===== src/rtl/ysyx_24110006_icache_sa_if.sv =====
// ysyx_24110006_icache_sa_if
// Bundles the fetch-side handshake (IFU) and the AXI4 read channels
// (memory arbiter) of the set-associative instruction cache.
// Signal names keep the cache's point of view: i_* flows into the cache,
// o_* flows out of it.
//   slave  : the cache itself
//   master : the environment (IFU + AXI read slave)
interface ysyx_24110006_icache_sa_if;
  // fetch side
  logic [31:0] i_pc;
  logic        i_valid;
  logic        i_fence;
  logic        o_valid;
  logic [31:0] o_inst;
  logic        o_err;
  logic        o_hit;
  logic        o_miss;
  // AXI4 read address channel
  logic [31:0] o_axi_araddr;
  logic        o_axi_arvalid;
  logic [3:0]  o_axi_arid;
  logic [7:0]  o_axi_arlen;
  logic [2:0]  o_axi_arsize;
  logic [1:0]  o_axi_arburst;
  logic        i_axi_arready;
  // AXI4 read data channel
  logic [31:0] i_axi_rdata;
  logic        i_axi_rvalid;
  logic [1:0]  i_axi_rresp;
  logic [3:0]  i_axi_rid;
  logic        i_axi_rlast;
  logic        o_axi_rready;

  modport slave (
    input  i_pc, i_valid, i_fence,
    output o_valid, o_inst, o_err, o_hit, o_miss,
    output o_axi_araddr, o_axi_arvalid, o_axi_arid, o_axi_arlen, o_axi_arsize, o_axi_arburst,
    input  i_axi_arready,
    input  i_axi_rdata, i_axi_rvalid, i_axi_rresp, i_axi_rid, i_axi_rlast,
    output o_axi_rready
  );

  modport master (
    output i_pc, i_valid, i_fence,
    input  o_valid, o_inst, o_err, o_hit, o_miss,
    input  o_axi_araddr, o_axi_arvalid, o_axi_arid, o_axi_arlen, o_axi_arsize, o_axi_arburst,
    output i_axi_arready,
    output i_axi_rdata, i_axi_rvalid, i_axi_rresp, i_axi_rid, i_axi_rlast,
    input  o_axi_rready
  );
endinterface


===== src/rtl/ysyx_24110006_icache_sa.sv =====
// ysyx_24110006_icache_sa
// Parametrised set-associative instruction cache between the IFU and the
// AXI4 read port of the memory arbiter. Misses refill a whole line with an
// INCR burst; addresses whose top byte equals UNCACHED_TOP bypass the arrays
// as single-beat reads. Supports a global invalidate (fence.i), AXI error
// reporting and hit/miss pulses for performance counters.
// Ports:
//   i_clock : clock
//   i_reset : synchronous active-high reset
//   bus     : fetch handshake + AXI4 read channels (slave modport)
module ysyx_24110006_icache_sa #(
  parameter int          NUM_SETS     = 4,
  parameter int          NUM_WAYS     = 2,
  parameter int          BLOCK_SIZE   = 16,
  parameter logic [7:0]  UNCACHED_TOP = 8'h0f
) (
  input logic                      i_clock,
  input logic                      i_reset,
  ysyx_24110006_icache_sa_if.slave bus
);

  localparam int OFFSET = $clog2(BLOCK_SIZE);
  localparam int INDEX  = $clog2(NUM_SETS);
  localparam int TAG_W  = 32 - INDEX - OFFSET;
  localparam int WORDS  = BLOCK_SIZE / 4;
  localparam int IDX_W  = (INDEX > 0) ? INDEX : 1;
  localparam int WAY_W  = (NUM_WAYS > 1) ? $clog2(NUM_WAYS) : 1;
  localparam int WRD_W  = (WORDS > 1) ? $clog2(WORDS) : 1;

  typedef enum logic [1:0] {S_IDLE, S_LOOKUP, S_REFILL, S_UNC} state_e;

  state_e             state_q, state_d;
  logic [31:0]        pc_q, pc_d;
  logic               fence_pending_q, fence_pending_d;
  logic               arvalid_q, arvalid_d;
  logic               o_valid_q, o_valid_d;
  logic               o_err_q, o_err_d;
  logic [31:0]        o_inst_q, o_inst_d;
  logic [WRD_W-1:0]   beat_cnt_q, beat_cnt_d;
  logic               err_acc_q, err_acc_d;
  logic [WAY_W-1:0]   victim_q, victim_d;
  logic               victim_rr_q, victim_rr_d;
  logic [NUM_WAYS-1:0] valid_q [NUM_SETS];
  logic [NUM_WAYS-1:0] valid_d [NUM_SETS];
  logic [WAY_W-1:0]   rr_q [NUM_SETS];
  logic [WAY_W-1:0]   rr_d [NUM_SETS];

  // storage arrays; no reset, qualified by the valid bits
  logic [TAG_W-1:0]   tag_q  [NUM_SETS][NUM_WAYS];
  logic [31:0]        data_q [NUM_SETS][NUM_WAYS][WORDS];

  logic [IDX_W-1:0]   set_idx;
  logic [WRD_W-1:0]   word_idx;
  logic [TAG_W-1:0]   tag_in;
  logic               hit;
  logic [31:0]        hit_data;
  logic               inv_found;
  logic [WAY_W-1:0]   inv_way;
  logic [WAY_W-1:0]   rr_inc;
  logic               beat_err;
  logic               fill_we;
  logic               tag_we;
  logic               unused_ok;

  // address split of the latched request
  assign set_idx  = IDX_W'((pc_q >> OFFSET) & 32'(NUM_SETS - 1));
  assign word_idx = WRD_W'((pc_q >> 2) & 32'(WORDS - 1));
  assign tag_in   = TAG_W'(pc_q >> (OFFSET + INDEX));
  assign rr_inc   = WAY_W'((32'(rr_q[set_idx]) + 32'd1) % NUM_WAYS);
  assign beat_err = (bus.i_axi_rresp != 2'b00);

  // tag compare across all ways of the selected set
  always_comb begin
    hit      = 1'b0;
    hit_data = '0;
    for (int w = 0; w < NUM_WAYS; w++) begin
      if (valid_q[set_idx][w] && (tag_q[set_idx][w] == tag_in)) begin
        hit      = 1'b1;
        hit_data = data_q[set_idx][w][word_idx];
      end
    end
  end

  // lowest-index invalid way; scanning downward lets the lowest win
  always_comb begin
    inv_found = 1'b0;
    inv_way   = '0;
    for (int w = NUM_WAYS - 1; w >= 0; w--) begin
      if (!valid_q[set_idx][w]) begin
        inv_found = 1'b1;
        inv_way   = WAY_W'(w);
      end
    end
  end

  always_comb begin
    state_d         = state_q;
    pc_d            = pc_q;
    fence_pending_d = fence_pending_q | bus.i_fence;
    arvalid_d       = arvalid_q & ~bus.i_axi_arready;
    o_valid_d       = 1'b0;
    o_err_d         = o_err_q;
    o_inst_d        = o_inst_q;
    beat_cnt_d      = beat_cnt_q;
    err_acc_d       = err_acc_q;
    victim_d        = victim_q;
    victim_rr_d     = victim_rr_q;
    valid_d         = valid_q;
    rr_d            = rr_q;
    fill_we         = 1'b0;
    tag_we          = 1'b0;

    case (state_q)
      S_IDLE: begin
        // a fence (pending or arriving now) wins over a request; the
        // requester keeps i_valid up, so it is taken the next cycle
        if (fence_pending_q || bus.i_fence) begin
          for (int s = 0; s < NUM_SETS; s++) valid_d[s] = '0;
          fence_pending_d = 1'b0;
        end else if (bus.i_valid && !o_valid_q) begin
          pc_d = bus.i_pc;
          if (bus.i_pc[31:24] == UNCACHED_TOP) begin
            state_d   = S_UNC;
            arvalid_d = 1'b1;
          end else begin
            state_d = S_LOOKUP;
          end
        end
      end

      S_LOOKUP: begin
        if (hit) begin
          o_inst_d  = hit_data;
          o_err_d   = 1'b0;
          o_valid_d = 1'b1;
          state_d   = S_IDLE;
        end else begin
          victim_d    = inv_found ? inv_way : rr_q[set_idx];
          victim_rr_d = ~inv_found;
          // the victim is overwritten beat by beat, so it must not stay
          // valid under its old tag if the refill ends in error
          if (inv_found) valid_d[set_idx][inv_way] = 1'b0;
          else           valid_d[set_idx][rr_q[set_idx]] = 1'b0;
          beat_cnt_d  = '0;
          err_acc_d   = 1'b0;
          arvalid_d   = 1'b1;
          state_d     = S_REFILL;
        end
      end

      S_REFILL: begin
        if (bus.i_axi_rvalid) begin
          fill_we    = 1'b1;
          beat_cnt_d = beat_cnt_q + WRD_W'(1);
          err_acc_d  = err_acc_q | beat_err;
          if (beat_cnt_q == word_idx) o_inst_d = bus.i_axi_rdata;
          if (bus.i_axi_rlast) begin
            beat_cnt_d = '0;
            err_acc_d  = 1'b0;
            if (!(err_acc_q | beat_err)) begin
              valid_d[set_idx][victim_q] = 1'b1;
              tag_we = 1'b1;
              if (victim_rr_q) rr_d[set_idx] = rr_inc;
            end
            o_err_d   = err_acc_q | beat_err;
            o_valid_d = 1'b1;
            state_d   = S_IDLE;
          end
        end
      end

      S_UNC: begin
        if (bus.i_axi_rvalid) begin
          o_inst_d  = bus.i_axi_rdata;
          o_err_d   = beat_err;
          o_valid_d = 1'b1;
          state_d   = S_IDLE;
        end
      end

      default: state_d = S_IDLE;
    endcase
  end

  // control state with synchronous reset; a reset mid-refill simply drops
  // the line because all valid bits clear
  always_ff @(posedge i_clock) begin
    if (i_reset) begin
      state_q         <= S_IDLE;
      pc_q            <= '0;
      fence_pending_q <= 1'b0;
      arvalid_q       <= 1'b0;
      o_valid_q       <= 1'b0;
      o_err_q         <= 1'b0;
      o_inst_q        <= '0;
      beat_cnt_q      <= '0;
      err_acc_q       <= 1'b0;
      victim_q        <= '0;
      victim_rr_q     <= 1'b0;
      for (int s = 0; s < NUM_SETS; s++) begin
        valid_q[s] <= '0;
        rr_q[s]    <= '0;
      end
    end else begin
      state_q         <= state_d;
      pc_q            <= pc_d;
      fence_pending_q <= fence_pending_d;
      arvalid_q       <= arvalid_d;
      o_valid_q       <= o_valid_d;
      o_err_q         <= o_err_d;
      o_inst_q        <= o_inst_d;
      beat_cnt_q      <= beat_cnt_d;
      err_acc_q       <= err_acc_d;
      victim_q        <= victim_d;
      victim_rr_q     <= victim_rr_d;
      valid_q         <= valid_d;
      rr_q            <= rr_d;
    end
  end

  always_ff @(posedge i_clock) begin
    if (!i_reset && fill_we) data_q[set_idx][victim_q][beat_cnt_q] <= bus.i_axi_rdata;
    if (!i_reset && tag_we)  tag_q[set_idx][victim_q] <= tag_in;
  end

  assign bus.o_valid       = o_valid_q;
  assign bus.o_inst        = o_inst_q;
  assign bus.o_err         = o_err_q;
  assign bus.o_hit         = (state_q == S_LOOKUP) &  hit;
  assign bus.o_miss        = (state_q == S_LOOKUP) & ~hit;

  // address/length derive from the latched pc and state, so they hold
  // steady for as long as arvalid is up
  assign bus.o_axi_arvalid = arvalid_q;
  assign bus.o_axi_araddr  = (state_q == S_UNC) ? pc_q : (pc_q & ~32'(BLOCK_SIZE - 1));
  assign bus.o_axi_arlen   = (state_q == S_UNC) ? 8'd0 : 8'(WORDS - 1);
  assign bus.o_axi_arburst = (state_q == S_UNC) ? 2'b00 : 2'b01;
  assign bus.o_axi_arsize  = 3'b010;
  assign bus.o_axi_arid    = 4'd0;
  assign bus.o_axi_rready  = 1'b1;

  // response id is not needed: only one read is ever outstanding
  assign unused_ok = ^bus.i_axi_rid;

endmodule

===== src/flat_wrapper.sv =====
// flat-port wrapper written by rule: the top's interface ports become plain ports
module ysyx_24110006_icache_sa_flat 
#(
  parameter int          NUM_SETS     = 4,
  parameter int          NUM_WAYS     = 2,
  parameter int          BLOCK_SIZE   = 16,
  parameter logic [7:0]  UNCACHED_TOP = 8'h0f
)
  (i_clock, i_reset, bus_i_pc, bus_i_valid, bus_i_fence, bus_o_valid, bus_o_inst, bus_o_err, bus_o_hit, bus_o_miss, bus_o_axi_araddr, bus_o_axi_arvalid, bus_o_axi_arid, bus_o_axi_arlen, bus_o_axi_arsize, bus_o_axi_arburst, bus_i_axi_arready, bus_i_axi_rdata, bus_i_axi_rvalid, bus_i_axi_rresp, bus_i_axi_rid, bus_i_axi_rlast, bus_o_axi_rready);
  ysyx_24110006_icache_sa_if bus_i ();
  input logic i_clock;
  input logic i_reset;
  input wire logic [$bits(bus_i.i_pc)-1:0] bus_i_pc;
  input wire logic [$bits(bus_i.i_valid)-1:0] bus_i_valid;
  input wire logic [$bits(bus_i.i_fence)-1:0] bus_i_fence;
  output wire logic [$bits(bus_i.o_valid)-1:0] bus_o_valid;
  output wire logic [$bits(bus_i.o_inst)-1:0] bus_o_inst;
  output wire logic [$bits(bus_i.o_err)-1:0] bus_o_err;
  output wire logic [$bits(bus_i.o_hit)-1:0] bus_o_hit;
  output wire logic [$bits(bus_i.o_miss)-1:0] bus_o_miss;
  output wire logic [$bits(bus_i.o_axi_araddr)-1:0] bus_o_axi_araddr;
  output wire logic [$bits(bus_i.o_axi_arvalid)-1:0] bus_o_axi_arvalid;
  output wire logic [$bits(bus_i.o_axi_arid)-1:0] bus_o_axi_arid;
  output wire logic [$bits(bus_i.o_axi_arlen)-1:0] bus_o_axi_arlen;
  output wire logic [$bits(bus_i.o_axi_arsize)-1:0] bus_o_axi_arsize;
  output wire logic [$bits(bus_i.o_axi_arburst)-1:0] bus_o_axi_arburst;
  input wire logic [$bits(bus_i.i_axi_arready)-1:0] bus_i_axi_arready;
  input wire logic [$bits(bus_i.i_axi_rdata)-1:0] bus_i_axi_rdata;
  input wire logic [$bits(bus_i.i_axi_rvalid)-1:0] bus_i_axi_rvalid;
  input wire logic [$bits(bus_i.i_axi_rresp)-1:0] bus_i_axi_rresp;
  input wire logic [$bits(bus_i.i_axi_rid)-1:0] bus_i_axi_rid;
  input wire logic [$bits(bus_i.i_axi_rlast)-1:0] bus_i_axi_rlast;
  output wire logic [$bits(bus_i.o_axi_rready)-1:0] bus_o_axi_rready;
  assign bus_i.i_pc = bus_i_pc;
  assign bus_i.i_valid = bus_i_valid;
  assign bus_i.i_fence = bus_i_fence;
  assign bus_o_valid = bus_i.o_valid;
  assign bus_o_inst = bus_i.o_inst;
  assign bus_o_err = bus_i.o_err;
  assign bus_o_hit = bus_i.o_hit;
  assign bus_o_miss = bus_i.o_miss;
  assign bus_o_axi_araddr = bus_i.o_axi_araddr;
  assign bus_o_axi_arvalid = bus_i.o_axi_arvalid;
  assign bus_o_axi_arid = bus_i.o_axi_arid;
  assign bus_o_axi_arlen = bus_i.o_axi_arlen;
  assign bus_o_axi_arsize = bus_i.o_axi_arsize;
  assign bus_o_axi_arburst = bus_i.o_axi_arburst;
  assign bus_i.i_axi_arready = bus_i_axi_arready;
  assign bus_i.i_axi_rdata = bus_i_axi_rdata;
  assign bus_i.i_axi_rvalid = bus_i_axi_rvalid;
  assign bus_i.i_axi_rresp = bus_i_axi_rresp;
  assign bus_i.i_axi_rid = bus_i_axi_rid;
  assign bus_i.i_axi_rlast = bus_i_axi_rlast;
  assign bus_o_axi_rready = bus_i.o_axi_rready;
  ysyx_24110006_icache_sa #(.NUM_SETS(NUM_SETS), .NUM_WAYS(NUM_WAYS), .BLOCK_SIZE(BLOCK_SIZE), .UNCACHED_TOP(UNCACHED_TOP)) u_core (.i_clock(i_clock), .i_reset(i_reset), .bus(bus_i));
endmodule

===== config.mk =====
export PLATFORM = sky130hd
export DESIGN_NAME = ysyx_24110006_icache_sa_flat
export DESIGN_NICKNAME = d
export VERILOG_FILES = /design/src/rtl/ysyx_24110006_icache_sa_if.sv /design/src/rtl/ysyx_24110006_icache_sa.sv /design/src/flat_wrapper.sv
export SDC_FILE = /design/constraint.sdc
export NUM_CORES = 1
export LEC_CHECK = 0
export CORE_MARGIN = 1.5
export CORE_UTILIZATION = 25
export CTS_CLUSTER_DIAMETER = 30
export DETAILED_ROUTE_END_ITERATION = 16
export PLACE_DENSITY = 0.37
export RECOVER_POWER = 25
export SYNTH_ARGS = -nofsm -noshare
export SYNTH_HDL_FRONTEND = slang
export SYNTH_SLANG_ARGS = --single-unit
export TNS_END_PERCENT = 20

===== constraint.sdc =====
create_clock -name i_clock -period 4 [get_ports i_clock]
set_input_delay 1 -clock i_clock [delete_from_list [all_inputs] [get_ports i_clock]]
set_output_delay 1 -clock i_clock [all_outputs]
set_load 0.01 [all_outputs]

==> flow_summary.ini <==
[status]
status = finished with violations
violated_checks = max-capacitance violations, max-slew violations, negative setup slack

[synth]
synthCells = 2533
synth-edff-count = 1232
post_synth_num_cell_types = 64
synth_warnings = 0
synth_top_area_share_pct = 71.07
syn_avg_cell_area_um2 = 20.55
synth_async_sr_flop_share_pct = 0
cell_with_the_most_instances_after_synthesis = edfxtp_1
cell_type_with_the_largest_total_area_after_synthesis = edfxtp_1
synth.yosys.seq_area_share_pct = 74.49
yosys_most_used_dff = edfxtp_1
synth_commonest_cells = 1232 x edfxtp_1, 358 x mux4_2, 137 x nand2_1
syn-cell-area_um2 = 52050
synthTopCellsByArea = edfxtp_1 71%, mux4_2 15%, dfxtp_1 3.4%
ys_seq_elements = 1321

[clocking]
worstSkewPairLatency_ps = 900
clock_path_buffers = 4
cts-hold-fix-buffers = 0
maximum_level_of_the_cts_h_tree = 5
clkTransAtPathRegs_ps = 40
clk_root_buf = clkbuf_16
tritoncts = yes
clock_sink_count = 1321
tritoncts.num_buffers = 338

[critical_path]
path_cells = buf_8 > buf_6 > mux4_2 > xor2_1 > nor4_1 > buf_4 > o21a_1 > nand4_4 > a21boi_4 > buf_6
crit_top_cell = buf_6
crit_required_ps = 3000
worst-setup-path-type = reg -> out
startpoint_type = flip-flop
cp_slowest_stage_delay_ps = 520
worstPathArrival_ps = 3470
biggest_fanout_along_the_worst_timing_path = 9
slowest_stage = mux4_2
worstSetupEndpointType = output port

[sta]
final.min_clock_period_ps = 4469
achievable-frequency_ghz = 0.2238
hold_viol_final = 0
slew-limit-headroom_pct = -81.81
finalCritPeriodShare_pct = 111.7
grt_setup_unrepaired = yes
finalClockSkew_ps = 84.93
report.final.slew_viol_count = 118
worst_slew_pin_slew_ps = 2727
layout_setup_ws_ps = -468.7
finish_stage_setup_viols = 2

[routing]
final_antenna_net_count = 0
routed_wirelength_mm = 154.2
detailedRoute.firstIterationViolations = 1928
avgRoutedWirePerCell_um = 25.31
routed_via_density = 4.472
drcViolationCount = 0
vias = 27250
detail_route.first_pass.iterations = 5

[finish]
fill_cell_count = 19530
syn_to_final_growth_pct = 33.92
multi_input_area_um2 = 12650
fin_cells = 6093
area.sequential_um2 = 38790
post_route_cells_drive_above_1_share_pct = 34.12
layout_net_count = 3135

[placement]
dp_hpwl_mm = 88.62
routabilityCongestion = 0.7390
placed_cells_incl_taps = 5491
io_buffer_count = 144

[die]
io-pin-count = 164
fp.dieH_um = 459.3
floorplan.die_area_um2 = 211000
placeableCoreArea_um2 = 207100
floorplan.rows = 167
die_width_um = 459.3
start_util_pct = 25.14

[pwr]
power.leakage_nw = 22.08
max-vdd-ir-drop_mv = 0.4337
power_per_standard_cell_area_nw_per_um2 = 637.3
finalPower_mw = 44.43

[global_route]
gr-usage-all-layers_pct = 14.55
number_of_global_route_vias_before_repair = 29520
grt_antenna_before_repair = 5
first_pass_grt_wire_length_mm = 217.8
grt_overflow = 0
grt_start_max_net_pins = 135

[job]
max_cap_viol_count = 3

[hold_path]
hold_path_class = in -> reg
## registers in the layout, indices dropped and copies added, names as in the netlist, named ones only
signal and flops:
u_core.data_q 1024, u_core.beat_cnt_q 2, u_core.rr_q 4, u_core.bus.o_err 1, u_core.state_q 2, u_core.err_acc_q 1, u_core.fence_pending_q 1, u_core.pc_q 32
u_core.victim_rr_q 1, u_core.bus.o_valid 1, u_core.bus.o_inst 32, u_core.valid_q 8, u_core.victim_q 1, u_core.bus.o_axi_arvalid 1, u_core.tag_q 208
## cell families (layout without fill, tap and decap cells)
family                     after synthesis  in the layout  share of synthesized area [%]
xor gates and xnor gates                49             49                         0.8245
adders and majority gates                8              8                         0.1923
DFF                                   1321           1321                          74.49
muxes                                  397            397                          16.25
AOI/OAI and AO/OA                      154            154                          2.495
buffers and inverters                  209            966                          2.058
other                                    2             17                        0.01443
and+or+nand+nor                        393            393                          3.670
## worst max-delay path, delay by kind of cell, from the launching register on
kind	cells	cell delay, ps
buf+inv	4	630
mux	1	520
simple gates	2	450
flops	1	410
compound gates	2	400
xor+xnor	1	150
## layer usage
layer	track usage (%)	wire, um	up-vias
met3	3.074	7087	270
met4	4.361	3417	2
met5	0	12	-
met1	18.67	66540	14640
met2	24.60	77130	784
li1	-	-	11550
## area by class of cell
cell class,instances,share of cell area [%]
clock inverters,193,3.078
well taps,2788,5.004
inverters,17,0.09154
clock buffers,400,12.73
flip-flops and latches,1321,55.65
diodes,2,0.007179
multi-input cells,1016,18.15
repair buffers,356,5.293
## worst paths after layout
path | start | end | slack, ps | depth (start not counted)
min reg2reg | u_core.pc_q[0] | u_core.pc_q[0] | 450 | 2
max | flip-flop | bus_o_hit | -470 | 10
max reg2reg | flip-flop | u_core.bus.o_inst[3] | 120 | 9
min | i_reset | u_core.victim_rr_q | 400 | 2
## where the power goes
part	switching, mW	leakage [nW]	internal (mW)
clock	7.78	5.34	18.3
sequential	0.146	11.8	15.3
combinational	1.67	4.93	1.22
total	9.60	22.1	34.8
## repair_timing
item / in CTS / in global routing
endpoints found under the setup margin: 12 / 14
hold endpoints to repair: 0 / 0
cloned: 0 / 0
buffers inserted: 4 / 4
gates resized for setup: 25 / 2
pin swaps: 9 / 2
## metrics by stage
stage                     hold WS, ps  cell area (um^2)  setup TNS [ps]  setup slack (ps)  util [%]
after global placement          457.9             58660           -1022            -475.9     28.33
after floorplan                 431.7             52100               0             562.4         -
after global routing            378.3             69710           -2221            -700.3     33.66
after CTS                       343.9             69790           -1293            -649.2     33.71
final                           403.3             69710          -933.1            -468.7     33.67
after detailed placement        457.3             58660          -951.3            -406.5     28.33
## placed cells by master, fill, tap and decap left out, types with 7 or more instances in the layout
cell type	count
a21oi_1	46
and3_1	33
buf_12	59
buf_4	115
bufinv_16	43
clkbuf_1	81
clkbuf_16	342
clkbuf_8	10
clkdlybuf4s50_1	121
clkinv_1	58
clkinv_2	52
clkinv_4	8
clkinvlp_4	24
conb_1	15
dfxtp_1	85
dlygate4sd3_1	20
edfxtp_1	1232
ha_1	8
inv_1	16
mux2i_1	34
mux4_2	358
nand2_1	136
nand2b_1	11
nand3_1	41
nand3b_1	32
nand4_1	7
nor2_1	45
nor2_4	41
nor2b_1	11
o21ai_0	20
o31ai_1	12
o41ai_2	30
or3_1	8
xnor2_1	30
xor2_1	15
Power figures use the tool's default switching activity.
